$ cat config.mk
export PLATFORM = sky130hd
export DESIGN_NAME = frame_buf_sched
export DESIGN_NICKNAME = d
export VERILOG_FILES = /design/src/rtl/vdma_pkg.sv /design/src/rtl/buf_pick_lowest.sv /design/src/rtl/frame_buf_sched.sv
export SDC_FILE = /design/constraint.sdc
export NUM_CORES = 1
export LEC_CHECK = 0
export BUFFER_PORTS_ARGS = -buffer_cell sky130_fd_sc_hd__buf_2
export CORE_AREA = 2 2 83 85
export CTS_BUF_LIST = sky130_fd_sc_hd__clkbuf_4 sky130_fd_sc_hd__clkbuf_8 sky130_fd_sc_hd__clkbuf_16
export DETAILED_ROUTE_END_ITERATION = 10
export DIE_AREA = 0 0 85 87
export GPL_ROUTABILITY_DRIVEN = 0
export SYNTH_ARGS = -nofsm -noshare
export SYNTH_HDL_FRONTEND = slang
export SYNTH_SLANG_ARGS = --single-unit
$ cat constraint.sdc
create_clock -name clk -period 3.1 [get_ports clk]
set_input_delay 0.155 -clock clk [delete_from_list [all_inputs] [get_ports clk]]
set_output_delay 0.155 -clock clk [all_outputs]
set_load 0.01 [all_outputs]
$ cat src/rtl/vdma_pkg.sv
// Shared VDMA definitions: buffer-state encodings, ring size limit and index width.
package vdma_pkg;

  typedef enum logic [1:0] {
    FREE    = 2'd0,
    WRITING = 2'd1,
    READY   = 2'd2,
    READING = 2'd3
  } buf_state_t;

  localparam int MAX_BUF = 5;
  localparam int IDX_W   = 3;

endpackage

$ cat src/rtl/buf_pick_lowest.sv
// Lowest-set-bit finder over a candidate buffer mask.
module buf_pick_lowest
  import vdma_pkg::*;
(
  input  logic [MAX_BUF-1:0] mask,
  output logic [IDX_W-1:0]   idx,
  output logic               found
);

  // Scan from the top down so the lowest set bit is the last to win.
  always_comb begin
    idx   = '0;
    found = 1'b0;
    for (int i = MAX_BUF - 1; i >= 0; i--) begin
      if (mask[i]) begin
        idx   = IDX_W'(i);
        found = 1'b1;
      end
    end
  end

endmodule

$ cat src/rtl/frame_buf_sched.sv
// Frame-buffer scheduler: shares a 3..5 buffer ring between the VDMA write and
// read channels. Writer gets the lowest free buffer, reader gets the newest
// completed frame. Same-cycle events resolve as wr_done, then wr_req, then rd_req.
// Build option: define FRAME_DROP_CNT_EN to include the dropped-frame counter;
// otherwise drop_cnt is tied to zero.
module frame_buf_sched
  import vdma_pkg::*;
#(
  parameter int                ADDR_W     = 32,
  parameter int                BUF_NUM    = 3,
  parameter logic [ADDR_W-1:0] BASE_ADDR  = 32'h0000_0000,
  parameter logic [ADDR_W-1:0] BUF_STRIDE = 32'h0080_0000
) (
  input  logic              clk,
  input  logic              rst,
  input  logic              clear,
  input  logic              wr_req,
  input  logic              wr_done,
  output logic              wr_grant,
  output logic [2:0]        wr_idx,
  output logic [ADDR_W-1:0] wr_addr,
  input  logic              rd_req,
  output logic              rd_grant,
  output logic [2:0]        rd_idx,
  output logic [ADDR_W-1:0] rd_addr,
  output logic              rd_repeat,
  output logic              rd_none,
  output logic [7:0]        wr_abort_cnt,
  output logic [15:0]       drop_cnt
);

  buf_state_t st_q  [MAX_BUF];
  buf_state_t st_s1 [MAX_BUF];
  buf_state_t st_d  [MAX_BUF];

  logic              w_hit, r_hit, wr_abort;
  logic [IDX_W-1:0]  w_at, r_at;
  logic [MAX_BUF-1:0] free_mask;
  logic [IDX_W-1:0]  pick_idx;
  logic              pick_found;
  logic              rdy_hit, rdg_hit;
  logic [IDX_W-1:0]  rdy_at, rdg_at;
  logic [IDX_W-1:0]  rd_idx_d;
  logic              rd_rep_d, rd_none_d;

  function automatic logic [ADDR_W-1:0] buf_addr(input logic [IDX_W-1:0] idx);
    return BASE_ADDR + ADDR_W'(idx) * BUF_STRIDE;
  endfunction

  // Write-side completion and abort, then the free mask the writer picks from.
  always_comb begin
    st_s1    = st_q;
    wr_abort = 1'b0;
    w_hit    = 1'b0;
    w_at     = '0;
    r_hit    = 1'b0;
    r_at     = '0;
    for (int i = 0; i < MAX_BUF; i++) begin
      if (st_q[i] == WRITING) begin
        w_hit = 1'b1;
        w_at  = IDX_W'(i);
      end
      if (st_q[i] == READY) begin
        r_hit = 1'b1;
        r_at  = IDX_W'(i);
      end
    end
    if (wr_done && w_hit) begin
      if (r_hit) st_s1[r_at] = FREE;
      st_s1[w_at] = READY;
    end else if (wr_req && w_hit) begin
      st_s1[w_at] = FREE;
      wr_abort    = 1'b1;
    end
    free_mask = '0;
    for (int i = 0; i < MAX_BUF; i++) begin
      free_mask[i] = (i < BUF_NUM) && (st_s1[i] == FREE);
    end
  end

  buf_pick_lowest u_pick (
    .mask  (free_mask),
    .idx   (pick_idx),
    .found (pick_found)
  );

  // Write grant claims the picked buffer; read grant takes READY or re-grants READING.
  always_comb begin
    st_d      = st_s1;
    rdy_hit   = 1'b0;
    rdy_at    = '0;
    rdg_hit   = 1'b0;
    rdg_at    = '0;
    rd_idx_d  = '0;
    rd_rep_d  = 1'b0;
    rd_none_d = 1'b0;
    for (int i = 0; i < MAX_BUF; i++) begin
      if (st_s1[i] == READY) begin
        rdy_hit = 1'b1;
        rdy_at  = IDX_W'(i);
      end
      if (st_s1[i] == READING) begin
        rdg_hit = 1'b1;
        rdg_at  = IDX_W'(i);
      end
    end
    if (wr_req && pick_found) st_d[pick_idx] = WRITING;
    if (rdy_hit) begin
      rd_idx_d = rdy_at;
      if (rd_req) begin
        if (rdg_hit) st_d[rdg_at] = FREE;
        st_d[rdy_at] = READING;
      end
    end else if (rdg_hit) begin
      rd_idx_d = rdg_at;
      rd_rep_d = 1'b1;
    end else begin
      rd_none_d = 1'b1;
    end
  end

  // Buffer states, registered grants and the abort counter.
  always_ff @(posedge clk) begin
    if (rst || clear) begin
      for (int i = 0; i < MAX_BUF; i++) st_q[i] <= FREE;
      wr_grant     <= 1'b0;
      wr_idx       <= '0;
      wr_addr      <= '0;
      rd_grant     <= 1'b0;
      rd_idx       <= '0;
      rd_addr      <= '0;
      rd_repeat    <= 1'b0;
      rd_none      <= 1'b1;
      wr_abort_cnt <= '0;
    end else begin
      st_q     <= st_d;
      wr_grant <= wr_req && pick_found;
      rd_grant <= rd_req;
      if (wr_req && pick_found) begin
        wr_idx  <= pick_idx;
        wr_addr <= buf_addr(pick_idx);
      end
      if (rd_req) begin
        rd_idx    <= rd_idx_d;
        rd_addr   <= buf_addr(rd_idx_d);
        rd_repeat <= rd_rep_d;
        rd_none   <= rd_none_d;
      end
      if (wr_abort && (wr_abort_cnt != 8'hFF)) wr_abort_cnt <= wr_abort_cnt + 8'd1;
    end
  end

`ifdef FRAME_DROP_CNT_EN
  logic drop_evt;
  assign drop_evt = wr_done && w_hit && r_hit;

  // Counts READY frames displaced by a newer completion before any read.
  always_ff @(posedge clk) begin
    if (rst || clear) begin
      drop_cnt <= '0;
    end else if (drop_evt && (drop_cnt != 16'hFFFF)) begin
      drop_cnt <= drop_cnt + 16'd1;
    end
  end
`else
  assign drop_cnt = '0;
`endif

endmodule

# After elaboration in Yosys (flattened, before gate mapping)
# Cells that the tools add are included.
# word_totals
register_bits,28
inputBits,6
output_inout_bits,98
wordCells,145
# classes
add_sub_neg,1
magnitude_cmp,10
eq_ne,21
muxes,70
bitwise_logic,18
reduce_logical,13
# op_table
operator,n
$mux 10,10
$mux 3,14
$mux 1,33
$and 10x10->10,3
$demux 2 s3,5
$eq 2x2->1 const B,15
$not 10->10,3
$ge 4x4->1 const B,5
$lt 4x1->1 const B,5
$not 3->4,5
$mux 2,8
$and 5x5->5,2
$eq 2x1->1 const B,5
$not 5->5,2
$or 10x10->10,1
$or 5x5->5,2
$logic_and 1x1->1,9
$add 8x1->8 const B,1
$ne 8x8->1 const B,1
$logic_not 2->1,3
$logic_or 1x1->1,1

# Depth between registers and ports, before layout
# Gate-level depths: netlist of run 1.
# logic_depth
ltp_word,35
mapped_depth,15
mapped_depth_nobuf,13

# Cells and area by module
# From an unflattened synthesis of run 1, not the netlist that was laid out.
# hier_totals
hier_cells,303
area_unflattened_um2,2332.2
# by_module_without_submodules
module,instances,cells_per_inst,area_each_um2,seq_area_each_um2
frame_buf_sched,1,295,2283.4,560.5
buf_pick_lowest,1,8,48.8,0.0

# Worst setup path before layout of run 1
# No wires, ideal clock.
# synth_path
kind,register to register
startpoint,register st_q[0] in the netlist's numbering
endpoint,register st_q[4] in the netlist's numbering
arrival_time_ps,3065
required_ps,2985
path_slack_ps,-81
stages_incl_launch_ff,15
path_buffers,2
synth_period_minus_slack_ps,3181
cell_sequence,dfxtp_1 nor2b_1 buf_6 a2111oi_4 a21oi_1 o21ai_0 ha_1 inv_1 o21ai_0 a31oi_1 a21o_1 a31o_1 buf_2 or4b_1 and3_1
# synth_via
elab_chain_len,31
word_cells_on_any_way,97
cone_classes,order compare (10); eq/ne (12); mux (48); bitwise (16); reduce/logical (11)
# synth_rtl
element,line,text
start: declaration,frame_buf_sched.sv:32,buf_state_t st_q [MAX_BUF];
start signal: assignment,frame_buf_sched.sv:136,st_q <= st_d;
$eq 2x2->1,frame_buf_sched.sv:63,if (st_q[i] == READY) begin
$mux 3,frame_buf_sched.sv:63,
$not 3->4 (implied by the code),frame_buf_sched.sv:69,if (r_hit) st_s1[r_at] = FREE;
$ge 4x4->1 (implied by the code) / $lt 4x1->1 (equally long branches),frame_buf_sched.sv:69,
$logic_and 1x1->1 (implied by the code),frame_buf_sched.sv:69,
$mux 2 (implied by the code),frame_buf_sched.sv:69,
$demux 2 s3,frame_buf_sched.sv:69,
$not 10->10 (no line),n/a,
(+15 left out),n/a,
$mux 10 / $not 10->10 (equally long branches),n/a,
$and 10x10->10 (no line),n/a,
$mux 10,frame_buf_sched.sv:111,if (rdg_hit) st_d[rdg_at] = FREE;
$mux 10,frame_buf_sched.sv:110,if (rd_req) begin
$mux 10,frame_buf_sched.sv:108,if (rdy_hit) begin
$or 10x10->10 (no line),n/a,
$mux 10,frame_buf_sched.sv:110,
$mux 10 (*),frame_buf_sched.sv:108,
# Every way passes the cells marked *; elsewhere a longest branch is shown, timed or not. The select of a mux whose other input is x is not followed.
# A chain may end at the register's enable or synchronous reset.

# Worst setup path after layout of run 1
# Same ends and word-level chain as after synthesis.

==> results of run 1 <==
==> critical path: cells and delay by family, from the launching register on <==
family,cells,cell delay [ns]
fa+ha+maj,1,0.24
flops,1,0.41
buf+inv,1,0.08
compound gates,6,0.97
simple gates,5,1.12
==> power breakdown <==
part	switching, mW	internal (mW)
clock network	0.117	0.101
registers	0.00421	0.351
logic	0.0829	0.0216
total	0.204	0.474
==> synthesized netlist by cell type, types with 2 or more instances <==
cell type and n:
nor4_1 3, nor3_1 4, xor2_1 3, or3_1 4, buf_4 81, nand2_1 16
and3_1 2, nand4_1 6, a31o_2 2, dfxtp_1 27, o311ai_0 2, ha_1 3
a21oi_1 21, buf_2 2, inv_1 13, nand3_1 8, o31ai_1 5, a31oi_1 4
nand3b_1 2, nor3b_1 2, clkbuf_1 4, nor2_1 20, a21o_1 2, o21ai_0 18
nor2b_1 4, nand2b_1 6, a211oi_1 4
==> state kept, by name, indices dropped and copies added, names as in the netlist <==
register and cells:
st_q 10, wr_abort_cnt 8, rd_idx 3, wr_addr 2
rd_grant 1, rd_none 1, rd_repeat 1, wr_grant 1
==> what timing repair did <==
item	4_1_cts	5_1_grt
gates resized for setup	1	4
setup buffers	0	0
setup endpoints to repair	1	4
cloned	0	0
hold buffers	0	0
hold endpoints to repair	0	0
==> layer usage <==
metal	GRT usage [%]	share of wire (%)	vias to the layer above
met5	0	0	-
met4	1.876	0.77	0
met3	2.559	9.3	8
met2	21.16	46	118
met1	17.42	44	883
li1	-	-	930
==> cells by family (layout without fill, tap and decap cells) <==
family                     after synthesis  count (layout)  share of synthesized area, %
other                                    1              76                        0.1682
and+or+nand+nor                         84              84                         19.53
AOI/OAI and AO/OA                       71              71                         21.27
muxes                                    1               1                        0.4490
xor gates and xnor gates                 4               4                         1.572
buffers and inverters                  101              58                         31.09
DFF                                     27              27                         24.24
adders and majority gates                3               3                         1.684
==> per-stage QoR <==
step	cells	hold WS (ns)	worst slack, ns
floorplan	367	0.2449	0.007008
global placement	400	0.4233	0.1498
detailed placement	400	0.4243	0.01375
CTS	404	0.1209	0.1115
global route	404	0.1360	-0.01411
finish	404	0.1259	0.1713
==> worst min path at each step <==
| stage | slack [ns] | end | from |
|---|---|---|---|
| 3_5_place_dp | 0.42 | rd_idx[2] | rd_req |
| 6_report | 0.13 | rd_idx[2] | rd_req |
| 4_1_cts | 0.12 | rd_idx[2] | rd_req |
| 5_1_grt | 0.14 | rd_idx[2] | rd_req |
| 2_1_floorplan | 0.24 | rd_idx[2] | rd_req |
| 3_3_place_gp | 0.42 | rd_idx[2] | rd_req |
==> area by class of cell <==
type	count	area, um2
flip-flops and latches	27	541.8
fillers	703	4297
repair buffers	41	240.2
inverters	13	48.80
well taps	80	100.1
clock buffers	4	48.80
multi-input cells	239	1292
==> impl_metrics.ini, run 1 <==
[cts]
cts_tree = built
clockRootBuffer = clkbuf_8
worstSkewPairLatency_ns = 0.28
cts.sinks = 27
clockBufferDepth = 2
cts-htree-levels = 1
cts_buffers = 3
cts.reportedPaths.clkPinSlew_ns = 0.10

[cells_and_area]
layout-drive-gt1-share_pct = 16.67
synthToLayoutAreaGrowth_pct = 1.908
antenna_cells = 0
nets = 334
fin_area_um2 = 2272
layout_commonest_cell = conb_1
final_cell_mix = conb_1, buf_2, dfxtp_1
fin_util_pct = 34.59

[floorplanning]
die_x_um = 85
pin_count = 104
start_util_pct = 33.94
dieArea_um2 = 7395
placementRows = 30
die_y_um = 87
placeableCoreArea_um2 = 6569

[worst_setup_path]
cp_max_fo = 5
crit_end = st_q[4]
cp.arrival_ns = 3.11
critical_path.max_stage_delay_ns = 0.50
rr_worst_depth = 13
rr_endpoint = st_q[4]
path_class = flip-flop to flip-flop
setup.worst_path.start_class = flip-flop
critPathSlowestCell = or4b_1
end_kind = flip-flop
ff2ff_setup_slack_ns = 0.17
critPathLaunch = st_q[0]
path_cells = nor2b_4, nor3_1, o21ai_0, nor2_1, o31ai_1, ha_1, inv_1, o21ai_0, a31oi_1, a21o_1, a31o_1, or4b_1, and3_1
rr_startpoint = st_q[0]
timing.critical_path.mode_cell = o21ai_0
required_ns = 3.28

[sta]
fmax_ghz = 0.3414
report.final.hold_viol_count = 0
tightest_slew_ns = 0.5757
tns_ns = 0
period_share_pct = 94.48
report.final.slew_viol_count = 0
fin_crit_ns = 2.929
setup_viol = 0
worst_clock_skew_ns = 0.002664
slew_headroom_pct = 60.63

[grt]
grt_pass1_vias = 1638
grt-ovfl-total = 0
grt_pass1_wl_um = 7803
antenna_found_initial = 0
grt_max_degree = 21
gr-usage-all-layers_pct = 12.72

[yosys]
synthArstFlopShare_pct = 0
netlist_area_um2 = 2230
yosysSeqAreaShare_pct = 24.24
synthFlopType = dfxtp_1
avgSynthCellArea_um2 = 7.636
synth-seq-cells = 27
syn_inst = 292
synth_cell_types = 51
synth_edf_count = 0
synth_area_leader_cell = buf_4
synth_top_area_share_pct = 27.27
synth_area_leaders = buf_4, dfxtp_1, a21oi_1
yosysWarningCount = 0

[drt]
viasPerCell = 4.800
drc = 0
detail_route.wl_per_cell_um = 11.87
vias = 1939
drt_iter0_drc = 209
postRouteWirelength_um = 4794
first_pass_iters = 5
ant_nets = 0

[worst_hold_path]
hp-class = input pin to flip-flop
hold_depth = 2

[placement]
io_buffers = 27
dpl.hpwl_um = 3653
placed_area_um2 = 2207

[status]
status = complete, no violations

[power_and_ir_drop]
vdd_ir_drop_max_v = 0.0001796
pwr_density_cell_nw_per_um2 = 298.3
p_total_mw = 0.6779
power_leakage_nw = 1.055

[run]
maxCapViolations = 0
(Power assumes the default switching activity.)
==> inputs of run 2 (changes only) <==
--- a/config.mk
+++ b/config.mk
@@ -6,11 +6,13 @@
 export NUM_CORES = 1
 export LEC_CHECK = 0
 export BUFFER_PORTS_ARGS = -buffer_cell sky130_fd_sc_hd__buf_2
-export CORE_AREA = 2 2 83 85
+export CAP_MARGIN = 15
+export CORE_AREA = 2 2 76 78
 export CTS_BUF_LIST = sky130_fd_sc_hd__clkbuf_4 sky130_fd_sc_hd__clkbuf_8 sky130_fd_sc_hd__clkbuf_16
 export DETAILED_ROUTE_END_ITERATION = 10
-export DIE_AREA = 0 0 85 87
+export DIE_AREA = 0 0 78 80
 export GPL_ROUTABILITY_DRIVEN = 0
+export PLACE_DENSITY = 0.75
 export SYNTH_ARGS = -nofsm -noshare
 export SYNTH_HDL_FRONTEND = slang
 export SYNTH_SLANG_ARGS = --single-unit
==> run 2 against run 1 <==
Cell area is 0.77% higher; sequential power hardly changed; die area is 16% lower; first-iteration DRC count is 46% lower; sequential share of layout area is 0.13 points lower; via count is 1.3% lower; clock-buffer cell count stayed put; flip-flop and latch count stayed put; combinational power hardly changed; non-clock buffer count is 3 higher; clock skew is 0.0015 ns higher; critical endpoint is now st_q[6]; highest routed layer unchanged.
==> impl_metrics.ini, run 2 (synthesized netlist as in run 1, its figures left out) <==
[cells_and_area]
final_cell_mix = conb_1, buf_2, dfxtp_1
layout.cells.non_filler = 399
layout-drive-gt1-share_pct = 18.35
nets = 337
largest_register = st_q
antenna_cells = 0
layout_commonest_cell = conb_1
largest_reg_flops = 10
fin_area_um2 = 2290
largestRegisters = st_q x10, wr_abort_cnt x8, rd_idx x3
synthToLayoutAreaGrowth_pct = 2.694

[drt]
drc = 0
ant_nets = 0
viasPerCell = 4.794
first_pass_iters = 4
drt_iter0_drc = 112
detail_route.wl_per_cell_um = 11.82
vias = 1913
postRouteWirelength_um = 4717

[cts]
cts_post_setup_buffers_inserted = 0
cts.repair.resized = 0
clockRootBuffer = clkbuf_8
clockBufferDepth = 2
cts_buffers = 3
cts_tree = built
cts.sinks = 27
cts.reportedPaths.clkPinSlew_ns = 0.09
worstSkewPairLatency_ns = 0.28
cts_hold_buf = 0
cts-htree-levels = 1

[power_and_ir_drop]
sw_frac_of_total_pct = 29.20
intPower_mw = 0.4751
pwr_density_cell_nw_per_um2 = 293.1
power_switching_mw = 0.1959
comb_power_share_pct = 15.9
power_leakage_nw = 1.069
clkPwrFrac_pct = 31.1
p_seq_share_pct = 53.0
vdd_ir_drop_max_v = 0.0001780

[status]
status = complete, no violations

[floorplanning]
placeableCoreArea_um2 = 5405
placementRows = 27
pin_count = 104
dieArea_um2 = 6240
die_y_um = 80
start_util_pct = 41.25
die_x_um = 78

[sta]
period_share_pct = 94.88
fmax_ghz = 0.3400
worst_clock_skew_ns = 0.004194
report.final.hold_viol_count = 0
tightest_slew_ns = 0.4994
worst_slack_ns = 0.1586
setup_viol = 0
fin_crit_ns = 2.941
report.final.slew_viol_count = 0
slew_headroom_pct = 66.51

[worst_hold_path]
hp-class = input pin to flip-flop

[grt]
gr-usage-all-layers_pct = 14.81
antenna_found_initial = 0
grt_max_degree = 21
grt-ovfl-total = 0
grt_pass1_vias = 1687
grt_pass1_wl_um = 7431

[placement]
dpl.hpwl_um = 3670
placed_cells = 395
io_buffers = 27
place_ws_ns = 0.1095
placed_area_um2 = 2220

[worst_setup_path]
required_ns = 3.27
path_class = flip-flop to flip-flop
setup.worst_path.start_class = flip-flop
cp_max_fo = 6
cp.arrival_ns = 3.11
end_kind = flip-flop

[run]
maxCapViolations = 0
run 2: through the flow:
stage | setup TNS [ns] | hold WS, ns | utilization [%] | total power [mW]
4_1_cts | 0 | 0.1303 | 41.97 | 0.6751
3_5_place_dp | 0 | 0.4255 | 41.06 | 0.4663
5_1_grt | -0.08174 | 0.1423 | 42.36 | 0.7036
3_3_place_gp | 0 | 0.4234 | 41.06 | 0.4654
6_report | 0 | 0.1416 | 42.36 | 0.6711
2_1_floorplan | 0 | 0.2449 | - | 0.5154
run 2: worst max-delay path: stages, from the launching register on:
cell and delay (ns):
dfxtp_1 0.43, nor2b_2 0.09, a2111oi_4 0.37, a21oi_2 0.12, buf_4 0.15, o21ai_1 0.18
ha_2 0.22, inv_1 0.06, o21ai_0 0.08, a31oi_1 0.06, a21o_1 0.19, a31o_1 0.21
or4_1 0.45, a22o_1 0.23
run 2: area by class of cell:
type,instances,area (um2)
fillers,571,3115
multi-input cells,239,1296
flip-flops and latches,27,543.0
repair buffers,44,262.8
well taps,72,90.09
clock buffers,4,48.80
inverters,13,48.80
run 2: layer usage:
layer  routed length, um  global-route usage (%)  vias to the layer above  share of wire [%]
met3                 350                   2.036                        9                7.4
met2                2339                   25.60                       97                 50
met4                  88                   6.842                        0                1.9
met1                1939                   18.20                      873                 41
li1                    -                       -                      934                  -
met5                   0                       0                        -                  0
run 2: final timing paths:
kind,depth (start not counted),to,from,slack (ns)
worst max-delay path,13,st_q[6],st_q[5],0.16
worst min-delay path,2,rd_idx[2],rd_req,0.14
worst max register to register,13,st_q[6],st_q[5],0.16
worst min register to register,2,rd_repeat,rd_repeat,0.46
run 2: power groups by stage:
stage                     registers, mW  clock network (mW)  logic, mW
after floorplan                   0.364                   0      0.151
after global placement            0.363                   0      0.102
after detailed placement          0.364                   0      0.103
after CTS                         0.355               0.216      0.103
after global routing              0.356               0.228      0.119
final                             0.356               0.209      0.107
